[src/rtl/pipe_hazard_ctrl_pkg.sv]
// Shared CPU package: hazard-controller FSM states and the tracking-entry
// record that follows each instruction through ID/EX, EX/MEM and MEM/WB.
package pipe_hazard_ctrl_pkg;

    typedef enum logic [1:0] {
        ST_RUN    = 2'd0,
        ST_DRAIN  = 2'd1,
        ST_HALTED = 2'd2
    } hz_state_e;

    typedef struct packed {
        logic       valid;
        logic [4:0] rd;
        logic       reg_write;
        logic       mem_read;
        logic       is_halt;
    } track_entry_t;

    localparam track_entry_t ENTRY_EMPTY = '0;

endpackage

[src/rtl/hazard_track_entry.sv]
// One pipeline tracking register: holds the destination/control summary
// of the instruction currently in a stage; a bubble squashes it to empty.
module hazard_track_entry
    import pipe_hazard_ctrl_pkg::*;
(
    input  logic         clk,
    input  logic         reset,
    input  logic         load,
    input  logic         bubble,
    input  track_entry_t d,
    output track_entry_t q
);

    // Bubble wins over load so a squashed slot can never carry a stale rd.
    always_ff @(posedge clk or posedge reset) begin
        if (reset) begin
            q <= ENTRY_EMPTY;
        end else if (bubble) begin
            q <= ENTRY_EMPTY;
        end else if (load) begin
            q <= d;
        end
    end

endmodule

[src/rtl/pipe_hazard_ctrl.sv]
// Pipeline hazard controller: load-use stall detection, mispredict flush,
// halt drain sequencing and destination tracking for the forwarding unit.
module pipe_hazard_ctrl
    import pipe_hazard_ctrl_pkg::*;
#(
    parameter int          NUM_STAGES_DRAIN = 3,
    parameter logic [31:0] STALL_CNT_RESET  = 32'h0
) (
    input  logic        clk,
    input  logic        reset,
    input  logic        id_valid,
    input  logic [4:0]  id_rs1,
    input  logic [4:0]  id_rs2,
    input  logic        id_use_rs1,
    input  logic        id_use_rs2,
    input  logic [4:0]  id_rd,
    input  logic        id_reg_write,
    input  logic        id_mem_read,
    input  logic        id_is_halt,
    input  logic        ex_flush,
    output logic        pc_write,
    output logic        if_id_write,
    output logic        if_id_flush,
    output logic        id_ex_bubble,
    output logic [4:0]  ex_mem_rd,
    output logic        ex_mem_reg_write,
    output logic [4:0]  mem_wb_rd,
    output logic        mem_wb_reg_write,
    output logic        halted,
    output logic [31:0] stall_cycles
);

    localparam logic [7:0] DRAIN_LAST = 8'(NUM_STAGES_DRAIN - 1);

    hz_state_e    state;
    logic [7:0]   drain_cnt;
    track_entry_t id_entry;
    track_entry_t id_ex_q;
    track_entry_t ex_mem_q;
    track_entry_t mem_wb_q;
    logic         running;
    logic         hazard;
    logic         stall;
    logic         flush;
    logic         halt_accept;
    logic         halt_retired;
    logic         unused_bits;

    assign id_entry = '{valid: id_valid, rd: id_rd, reg_write: id_reg_write,
                        mem_read: id_mem_read, is_halt: id_is_halt};

    // Load-use detection; a flush or a non-RUN state overrides any hazard.
    always_comb begin
        running = (state == ST_RUN);
        hazard  = id_valid && id_ex_q.valid && id_ex_q.mem_read && (id_ex_q.rd != 5'd0) &&
                  ((id_use_rs1 && (id_rs1 == id_ex_q.rd)) ||
                   (id_use_rs2 && (id_rs2 == id_ex_q.rd)));
        flush        = running && ex_flush;
        stall        = running && !ex_flush && hazard;
        halt_accept  = running && id_valid && id_is_halt && !stall && !ex_flush;
        halt_retired = (mem_wb_q.valid && mem_wb_q.is_halt) || (drain_cnt == DRAIN_LAST);
    end

    // Pipeline-register enables and squash controls for the current cycle.
    always_comb begin
        pc_write     = running && !stall;
        if_id_write  = running && !stall;
        if_id_flush  = flush;
        id_ex_bubble = stall || flush || !running;
    end

    hazard_track_entry u_id_ex (
        .clk(clk), .reset(reset), .load(1'b1), .bubble(id_ex_bubble),
        .d(id_entry), .q(id_ex_q)
    );

    hazard_track_entry u_ex_mem (
        .clk(clk), .reset(reset), .load(1'b1), .bubble(1'b0),
        .d(id_ex_q), .q(ex_mem_q)
    );

    hazard_track_entry u_mem_wb (
        .clk(clk), .reset(reset), .load(1'b1), .bubble(1'b0),
        .d(ex_mem_q), .q(mem_wb_q)
    );

    // Halt sequencing: drain the pipe until the halt retires, then stay halted.
    always_ff @(posedge clk or posedge reset) begin
        if (reset) begin
            state     <= ST_RUN;
            halted    <= 1'b0;
            drain_cnt <= 8'd0;
        end else begin
            case (state)
                ST_RUN: begin
                    drain_cnt <= 8'd0;
                    if (halt_accept) begin
                        state <= ST_DRAIN;
                    end
                end
                ST_DRAIN: begin
                    drain_cnt <= drain_cnt + 8'd1;
                    if (halt_retired) begin
                        state  <= ST_HALTED;
                        halted <= 1'b1;
                    end
                end
                ST_HALTED: begin
                    halted <= 1'b1;
                end
                default: begin
                    state <= ST_RUN;
                end
            endcase
        end
    end

    // Saturating count of load-use stall cycles.
    always_ff @(posedge clk or posedge reset) begin
        if (reset) begin
            stall_cycles <= STALL_CNT_RESET;
        end else if (stall && (stall_cycles != 32'hFFFF_FFFF)) begin
            stall_cycles <= stall_cycles + 32'd1;
        end
    end

    assign ex_mem_rd        = ex_mem_q.rd;
    assign ex_mem_reg_write = ex_mem_q.valid && ex_mem_q.reg_write;
    assign mem_wb_rd        = mem_wb_q.rd;
    assign mem_wb_reg_write = mem_wb_q.valid && mem_wb_q.reg_write;

    assign unused_bits = ^{ex_mem_q.mem_read, ex_mem_q.is_halt, mem_wb_q.mem_read};

endmodule

[config.mk]
export PLATFORM = sky130hd
export DESIGN_NAME = pipe_hazard_ctrl
export DESIGN_NICKNAME = d
export VERILOG_FILES = /design/src/rtl/pipe_hazard_ctrl_pkg.sv /design/src/rtl/hazard_track_entry.sv /design/src/rtl/pipe_hazard_ctrl.sv
export SDC_FILE = /design/constraint.sdc
export NUM_CORES = 1
export LEC_CHECK = 0
export ABC_AREA = 1
export BUFFER_PORTS_ARGS = -buffer_cell sky130_fd_sc_hd__buf_2
export CORE_MARGIN = 4
export CORE_UTILIZATION = 40
export CTS_CLUSTER_DIAMETER = 80
export DETAILED_ROUTE_END_ITERATION = 7
export PLACE_DENSITY_LB_ADDON = 0.2
export SLEW_MARGIN = 40
export SYNTH_ARGS = -nofsm -noshare
export SYNTH_HDL_FRONTEND = slang
export SYNTH_HIERARCHICAL = 1
export SYNTH_SLANG_ARGS = --single-unit
export TNS_END_PERCENT = 20
[constraint.sdc]
create_clock -name clk -period 1.7 [get_ports clk]
set_input_delay 0.17 -clock clk [delete_from_list [all_inputs] [get_ports clk]]
set_output_delay 0.17 -clock clk [all_outputs]
set_load 0.01 [all_outputs]
# ---- Word level (Yosys, flattened, before mapping)
# Index checks and enable logic that the tools add are counted.
dict set report op_classes {
  addsub 2
  n_eq_ne 8
  mux 7
  bitwise_logic 1
  n_reduce_logical 31
}
# cell count
set ops {}
lappend ops {{$add 32x1->32 const B} 1}
lappend ops {{$ne 32x32->1 const B} 1}
lappend ops {{$logic_and 1x1->1} 18}
lappend ops {{$pmux 8 s2} 1}
lappend ops {{$eq 5x5->1} 2}
lappend ops {{$mux 9} 1}
lappend ops {{$add 8x1->8 const B} 1}
lappend ops {{$eq 8x2->1 const B} 1}
lappend ops {{$pmux 2 s3} 1}
lappend ops {{$reduce_bool 5->1} 1}
lappend ops {{$logic_or 1x1->1} 4}
lappend ops {{$mux 2} 2}
lappend ops {{$reduce_bool 2->1} 2}
lappend ops {{$logic_not 1->1} 3}
lappend ops {{$reduce_and 3->1} 1}
lappend ops {{$eq 2x1->1 const B} 1}
lappend ops {{$eq 2x2->1 const B} 1}
lappend ops {{$logic_not 2->1} 1}
lappend ops {{$ne 2x1->1 const B} 1}
lappend ops {{$ne 2x2->1 const B} 1}
lappend ops {{$pmux 1 s2} 1}
lappend ops {{$reduce_and 2->1} 1}
lappend ops {{$mux 1} 1}
lappend ops {{$not 1->1} 1}
dict set report totals {
  reg_bits 68
  inputBits 24
  wordCells 66
}

# ---- Longest topological paths before layout
# Gate-level depths: netlist (run 1).
dict set report logic_depth {
  depth_word 10
  mapped_depth 11
  mapped_depth_nobuf 11
}

# ---- Modules after synthesis
# Netlist (run 1), hierarchy kept.
# module instances cells_each area_per_inst_um2 seq_area_each_um2
set modules_own_cells {}
lappend modules_own_cells {pipe_hazard_ctrl 1 435 2955.3 1076.0}
lappend modules_own_cells {hazard_track_entry 3 40 376.6 225.2}

# ---- Least setup slack after synthesis (run 1)
# OpenSTA, ideal clock, no wires.
dict set report synth_timing {
  path_type {reg-to-reg}
  startpoint {register stall_cycles[0]}
  endpoint {register stall_cycles[12]}
  setup_time_ps 117
  arrival_ps 1550
  required_ps 1583
  setup_slack_ps 34
  stages_incl_launch_ff 12
  path_buffers 1
  cell_sequence {dfrtp_1 -> ha_1 -> inv_1 -> nor2_4 -> nand2_2 -> nor2_4 -> nand3b_4 -> clkinv_1 -> nor2_4 -> buf_6 -> nand2_1 -> nand2_1}
}
dict set report synth_between {
  elab_chain_cells 2
}
# element line_no
set synth_lines {}
lappend synth_lines {{start: declaration} pipe_hazard_ctrl.sv:30} ;# output logic [31:0] stall_cycles
lappend synth_lines {{start signal: assignment} pipe_hazard_ctrl.sv:123} ;# stall_cycles <= stall_cycles + 32'd1;
lappend synth_lines {{branches (longest 2 deep; another with $add 32x1->32)} -}
# Parallel ways; which one is timed is not known.
# A chain may end at the register's enable or synchronous reset.

# ---- Worst setup path in the final report (run 1)
dict set report layout_timing {
  startpoint {register u_id_ex/q[7] in the netlist's numbering}
  endpoint {output port pc_write}
}
dict set report layout_between {
  elab_chain_cells 7
}
# element line_no
set layout_lines {}
lappend layout_lines {{start: declaration} hazard_track_entry.sv:11} ;# output track_entry_t q
lappend layout_lines {{start signal: assignment} hazard_track_entry.sv:17} ;# q <= ENTRY_EMPTY;
lappend layout_lines {{start signal: assignment} hazard_track_entry.sv:19} ;# q <= ENTRY_EMPTY;
lappend layout_lines {{start signal: assignment} hazard_track_entry.sv:21} ;# q <= d;
lappend layout_lines {{$eq 5x5->1 (on tied branches)} {pipe_hazard_ctrl.sv:56, pipe_hazard_ctrl.sv:57}}
lappend layout_lines {{$logic_and 1x1->1 (on tied branches)} {pipe_hazard_ctrl.sv:56, pipe_hazard_ctrl.sv:57}}
lappend layout_lines {{$logic_or 1x1->1} pipe_hazard_ctrl.sv:56} ;# ((id_use_rs1 && (id_rs1 == id_ex_q.rd)) ||
lappend layout_lines {{$logic_and 1x1->1 *} pipe_hazard_ctrl.sv:55} ;# hazard = id_valid && id_ex_q.valid && id_ex_q.mem_read && (id_ex_q.rd != 5'd0) &&
lappend layout_lines {{$logic_and 1x1->1 *} pipe_hazard_ctrl.sv:59} ;# stall = running && !ex_flush && hazard;
lappend layout_lines {{$logic_not 1->1 *} pipe_hazard_ctrl.sv:66} ;# pc_write = running && !stall;
lappend layout_lines {{$logic_and 1x1->1 *} pipe_hazard_ctrl.sv:66}
lappend layout_lines {{end: declaration} pipe_hazard_ctrl.sv:21} ;# output logic pc_write,
# Every way passes the cells marked *; elsewhere a longest branch is shown, timed or not.

==> impl_metrics.toml, run 1 <==
[sta]
relSlewSlack = 0.6108
setup_ws_ns = -0.05845
fin_skew_ns = 0.009916
setup_viol = 3
worst_pin_slew_ns = 0.5838
slew_viol_final = 0
max_freq_mhz = 568.7
fin_crit_sh = 1.034
hold_viol_final = 0
rsz0062_at_grt = "yes"
period_needed_ns = 1.758

[clocking]
cts_max_level = 3
clkLatencyLatePin_ns = 0.36
cts_sinks = 68
tritoncts = "done"
cts_buffer_depth = 2
cts_buffers = 9
cts.clk_slew.worst_paths_ns = 0.08
root_buffer = "clkbuf_8"

[power]
peakVddDrop_v = 0.0004170
p_total_uw = 3131
power_density_nw_per_um2 = 620.0
leakage_uw = 0.002862

[detailed_routing]
firstDrtPassIters = 4
avgViaCountPerCell = 4.700
drt_iter0_drc = 144
drc = 0
postRouteAntennaNets = 0
via_count = 3760
wl_um = 10330
routedWlPerCell_um = 12.92

[die]
start_util = 0.4103
die_x_um = 108.1
fp.dieH_um = 108.1
die_area_um2 = 11690
num_rows = 36
io_pins = 73
coreArea_um2 = 9774

[cells_and_area]
area.growth.synth_to_final_pct = 25.96
drive_gt1_frac = 0.2489
nets = 689
diodes = 0
fin_area_um2 = 5051
filler_cell_count = 998

[global_route]
antenna_found_initial = 0
track_usage = 0.1839
grt_overflow = 0
grt_pass1_vias = 3756
grt_max_degree = 44
grt_pass1_wl_um = 17260

[synth]
syn_area_um2 = 4010
synthCells = 547
yosys_warnings = 6
syn_avg_cell_area_um2 = 7.331

[worst_setup_path]
arrival_ns = 1.59
end_kind = "output pin"
crit_type = "register to output pin"
cp_max_fo = 4
cp.required_ns = 1.53
start_kind = "register"

[status]
status = "finished, violations left"
violations = "negative setup slack"

[job]
maxCapViolCount = 0

[worst_hold_path]
hold_class = "input port to register"

[placed_design]
dpl_cell_area_um2 = 4679
globalplace.congestion = 0.9592
io_buffers = 72
dp_hpwl_um = 7656
-- layout by cell type (no fill, tap or decap), drive strengths merged, types with 2 or more instances in the layout --
cell type	instances
nand2	257
buf	107
dfrtp	68
nor2	50
inv	49
nand3	40
xor2	13
clkbuf	11
nor3	10
xnor2	8
o21ai	7
conb	7
nand4	7
nand3b	7
a21oi	5
clkinv	5
ha	3
nor3b	3
clkinvlp	2
-- path summary, 6_finish.rpt --
check	startpoint	endpoint	slack [ns]	depth (start not counted)
min in group asynchronous	reset	u_ex_mem/q[0]	0.35	3
hold reg to reg	drain_cnt[7]	drain_cnt[7]	0.47	1
setup reg to reg	u_id_ex/q[7]	stall_cycles[26]	0.04	12
setup / recovery	u_id_ex/q[7]	pc_write	-0.06	10
max in group asynchronous	reset	stall_cycles[14]	0.74	4
hold / removal	id_rd[2]	u_id_ex/q[5]	0.04	3
-- what timing repair did --
action,CTS,global route
pin swaps,4,11
gates resized for setup,9,12
hold buffers,1,0
buffers inserted,4,5
cloned,0,1
endpoints found under the setup margin,3,35
hold endpoints to repair,25,0
-- through the flow --
step	setup TNS (ns)	util	setup slack (ns)	hold slack, ns	std cells
finish	-0.1484	0.5168	-0.05845	0.03594	800
global route	-2.168	0.5168	-0.1561	0.03794	800
CTS	-0.2167	0.5073	-0.08150	0.03397	794
detailed placement	0	0.4788	0.06219	0.1686	773
global placement	0	0.4788	0.06245	0.1709	773
floorplan	0	-	0.03366	-0.01434	552
-- state kept, by name (all words and copies together), names as in the netlist --
signal / cells
drain_cnt: 8
u_id_ex/q: 9
stall_cycles: 32
u_mem_wb/q: 8
u_ex_mem/q: 8
halted: 1
state: 2
-- worst max-delay path, cell delays in order, from the launching register on --
cell and delay, ns:
dfrtp_1 0.43, inv_2 0.05, nand2_1 0.07, nand2_1 0.06
nor2_1 0.11, nand3_1 0.10, nand2_2 0.11, nand3_4 0.09
nand2_4 0.07, inv_2 0.04, buf_6 0.11
-- routing by layer --
layer	track usage	routed length, µm	vias up
met3	0.03164	445	18
met5	0	0	-
met2	0.3175	5064	92
met1	0.2291	4613	1733
li1	-	-	1917
met4	0.07124	210	0
-- layout make-up --
type	instances	area, µm²	area share
clock buffers	10	137.6	0.02725
clock inverters	6	63.81	0.01263
inverters	51	193.9	0.03839
multi-input cells	423	2068	0.4095
flip-flops and latches	68	1707	0.3379
well taps	133	166.4	0.03295
repair buffers	109	714.4	0.1414
-- where the power goes --
| part | internal (µW) | switching, µW | leakage (µW) | total (µW) |
|---|---|---|---|---|
| Sequential | 1620 | 0 | 0.000923 | 1620 |
| Clock | 714 | 674 | 0.0000983 | 1390 |
| Combinational | 38.1 | 88.7 | 0.00184 | 127 |
(Power assumes the default switching activity.)
==> run 2, diff against run 1 <==
--- a/config.mk
+++ b/config.mk
@@ -12,6 +12,7 @@
 export CTS_CLUSTER_DIAMETER = 80
 export DETAILED_ROUTE_END_ITERATION = 7
 export PLACE_DENSITY_LB_ADDON = 0.2
+export SKIP_CTS_REPAIR_TIMING = 1
 export SLEW_MARGIN = 40
 export SYNTH_ARGS = -nofsm -noshare
 export SYNTH_HDL_FRONTEND = slang
==> impl_metrics.toml, run 2 (same netlist as run 1, synthesis figures left out) <==
[sta]
worst_pin_slew_ns = 0.5881
max_freq_mhz = 566.9
setup_viol = 3
period_needed_ns = 1.764
slew_viol_final = 0
relSlewSlack = 0.6079
fin_crit_sh = 1.038
setup_ws_ns = -0.06383
rsz0062_at_grt = "yes"
fin_skew_ns = 0.009262
hold_viol_final = 0

[worst_setup_path]
reg2reg_to = "stall_cycles[26]"
regToRegSetupSlack_ns = 0.06
ff2ff_path_depth = 12
cp-startpoint = "u_id_ex/q[5]"
arrival_ns = 1.59
rr_startpoint = "u_id_ex/q[5]"
cp.required_ns = 1.53
max_stage_delay_ns = 0.41
crit_path_top_delay_cell = "dfrtp_1"
start_kind = "register"
crit_type = "register to output pin"
end_kind = "output pin"
path_cells = "inv_2 > nand2_1 > nand2_1 > nor2_1 > nand3_1 > nand2_2 > nand3_4 > nand2_2 > inv_2 > buf_6"
cp_max_fo = 4

[global_route]
grt.busiest_layer = "met2"
met1_usage = 0.2290
antenna_found_initial = 0
grt_use_met3 = 0.03045
grt_overflow = 0
grt_max_degree = 44
grt_pass1_wl_um = 17120
grt_pass1_vias = 3727
use_met2 = 0.3131
track_usage = 0.1823

[worst_hold_path]
hold_class = "input port to register"
min_to = "u_id_ex/q[5]"
worstHoldStart = "id_rd[2]"
holdPathStages = 3

[clocking]
cts_buffer_depth = 2
cts_buffers = 9
tritoncts = "done"
root_buffer = "clkbuf_8"
cts_max_level = 3
clkLatencyLatePin_ns = 0.35
cts.clk_slew.worst_paths_ns = 0.08
cts_sinks = 68

[detailed_routing]
firstDrtPassIters = 5
drt_iter0_drc = 147
routedWlPerCell_um = 12.90
wl_um = 10350
via_count = 3778
postRouteAntennaNets = 0
avgViaCountPerCell = 4.711
drc = 0

[cells_and_area]
layout_commonest_cell = "nand2_1"
final_cell_mix = "248 x nand2_1, 69 x buf_2, 62 x dfrtp_1, 39 x inv_1, 39 x nand3_1"
nets = 691
filler_cell_count = 995
largest_register_ff_count = 32
seq_area_um2 = 1709
drive_gt1_frac = 0.2541
area.growth.synth_to_final_pct = 26.21
diodes = 0
multi_input_area_um2 = 2063
top_regs = "stall_cycles x32, u_id_ex/q x9"
regMostFlops = "stall_cycles"
stdcell_count = 802

[placed_design]
globalplace.congestion = 0.9592
place_inst = 773
place_ws_ns = 0.06219
dp_hpwl_um = 7656
io_buffers = 72

[die]
start_util = 0.4103
die_x_um = 108.1
io_pins = 73
fp.dieH_um = 108.1
coreArea_um2 = 9774
num_rows = 36
die_area_um2 = 11690

[power]
leakage_uw = 0.002869
peakVddDrop_v = 0.0004170
power_density_nw_per_um2 = 617.6

[status]
violations = "negative setup slack"
status = "finished, violations left"

[job]
maxCapViolCount = 0
-- run 2: worst max-delay path by stage --
stage / endpoint / slack (ns) / cells after the start
floorplan: stall_cycles[12] / 0.03 / 11
global route: pc_write / -0.18 / 10
detailed placement: stall_cycles[23] / 0.06 / 7
finish: pc_write / -0.06 / 10
CTS: pc_write / -0.25 / 10
global placement: stall_cycles[23] / 0.06 / 7
-- run 2: worst max-delay path: cells and delay by family, from the launching register on --
family,cells,cell delay [ns]
and+or+nand+nor,7,0.60
DFF,1,0.41
buffers and inverters,3,0.23
-- run 2: metal layers --
metal  vias to the layer above  part of all wire
li1                       1923                 -
met1                      1736              0.45
met2                        98              0.48
met3                        21             0.046
met4                         0             0.022
met5                         -                 0
-- run 2: area by class of cell --
class                           count  area share
Clock buffer                       10     0.02719
Clock inverter                      6     0.01261
Inverter                           51     0.03782
Multi-Input combinational cell    423      0.4077
Sequential cell                    68      0.3377
Tap cell                          133     0.03288
Timing Repair Buffer              111      0.1441
-- run 2: metrics by stage --
step                      utilization  setup TNS (ns)  cell area, µm²  hold WS (ns)  total power, µW
after floorplan                     -               0            4029      -0.01434             1728
after global placement         0.4788               0            4679        0.1709             1768
after detailed placement       0.4788               0            4679        0.1686             1770
after CTS                      0.4994         -0.6333            4881       -0.2121             3153
after global routing           0.5178          -2.301            5061       0.03787             3261
final                          0.5178         -0.1502            5061       0.03989             3126
-- run 2: power breakdown --
part,switching [µW],internal [µW],leakage (µW)
Combinational,88.9,38.0,0.00185
Clock,668,715,0.0000983
Sequential,0,1620,0.000920
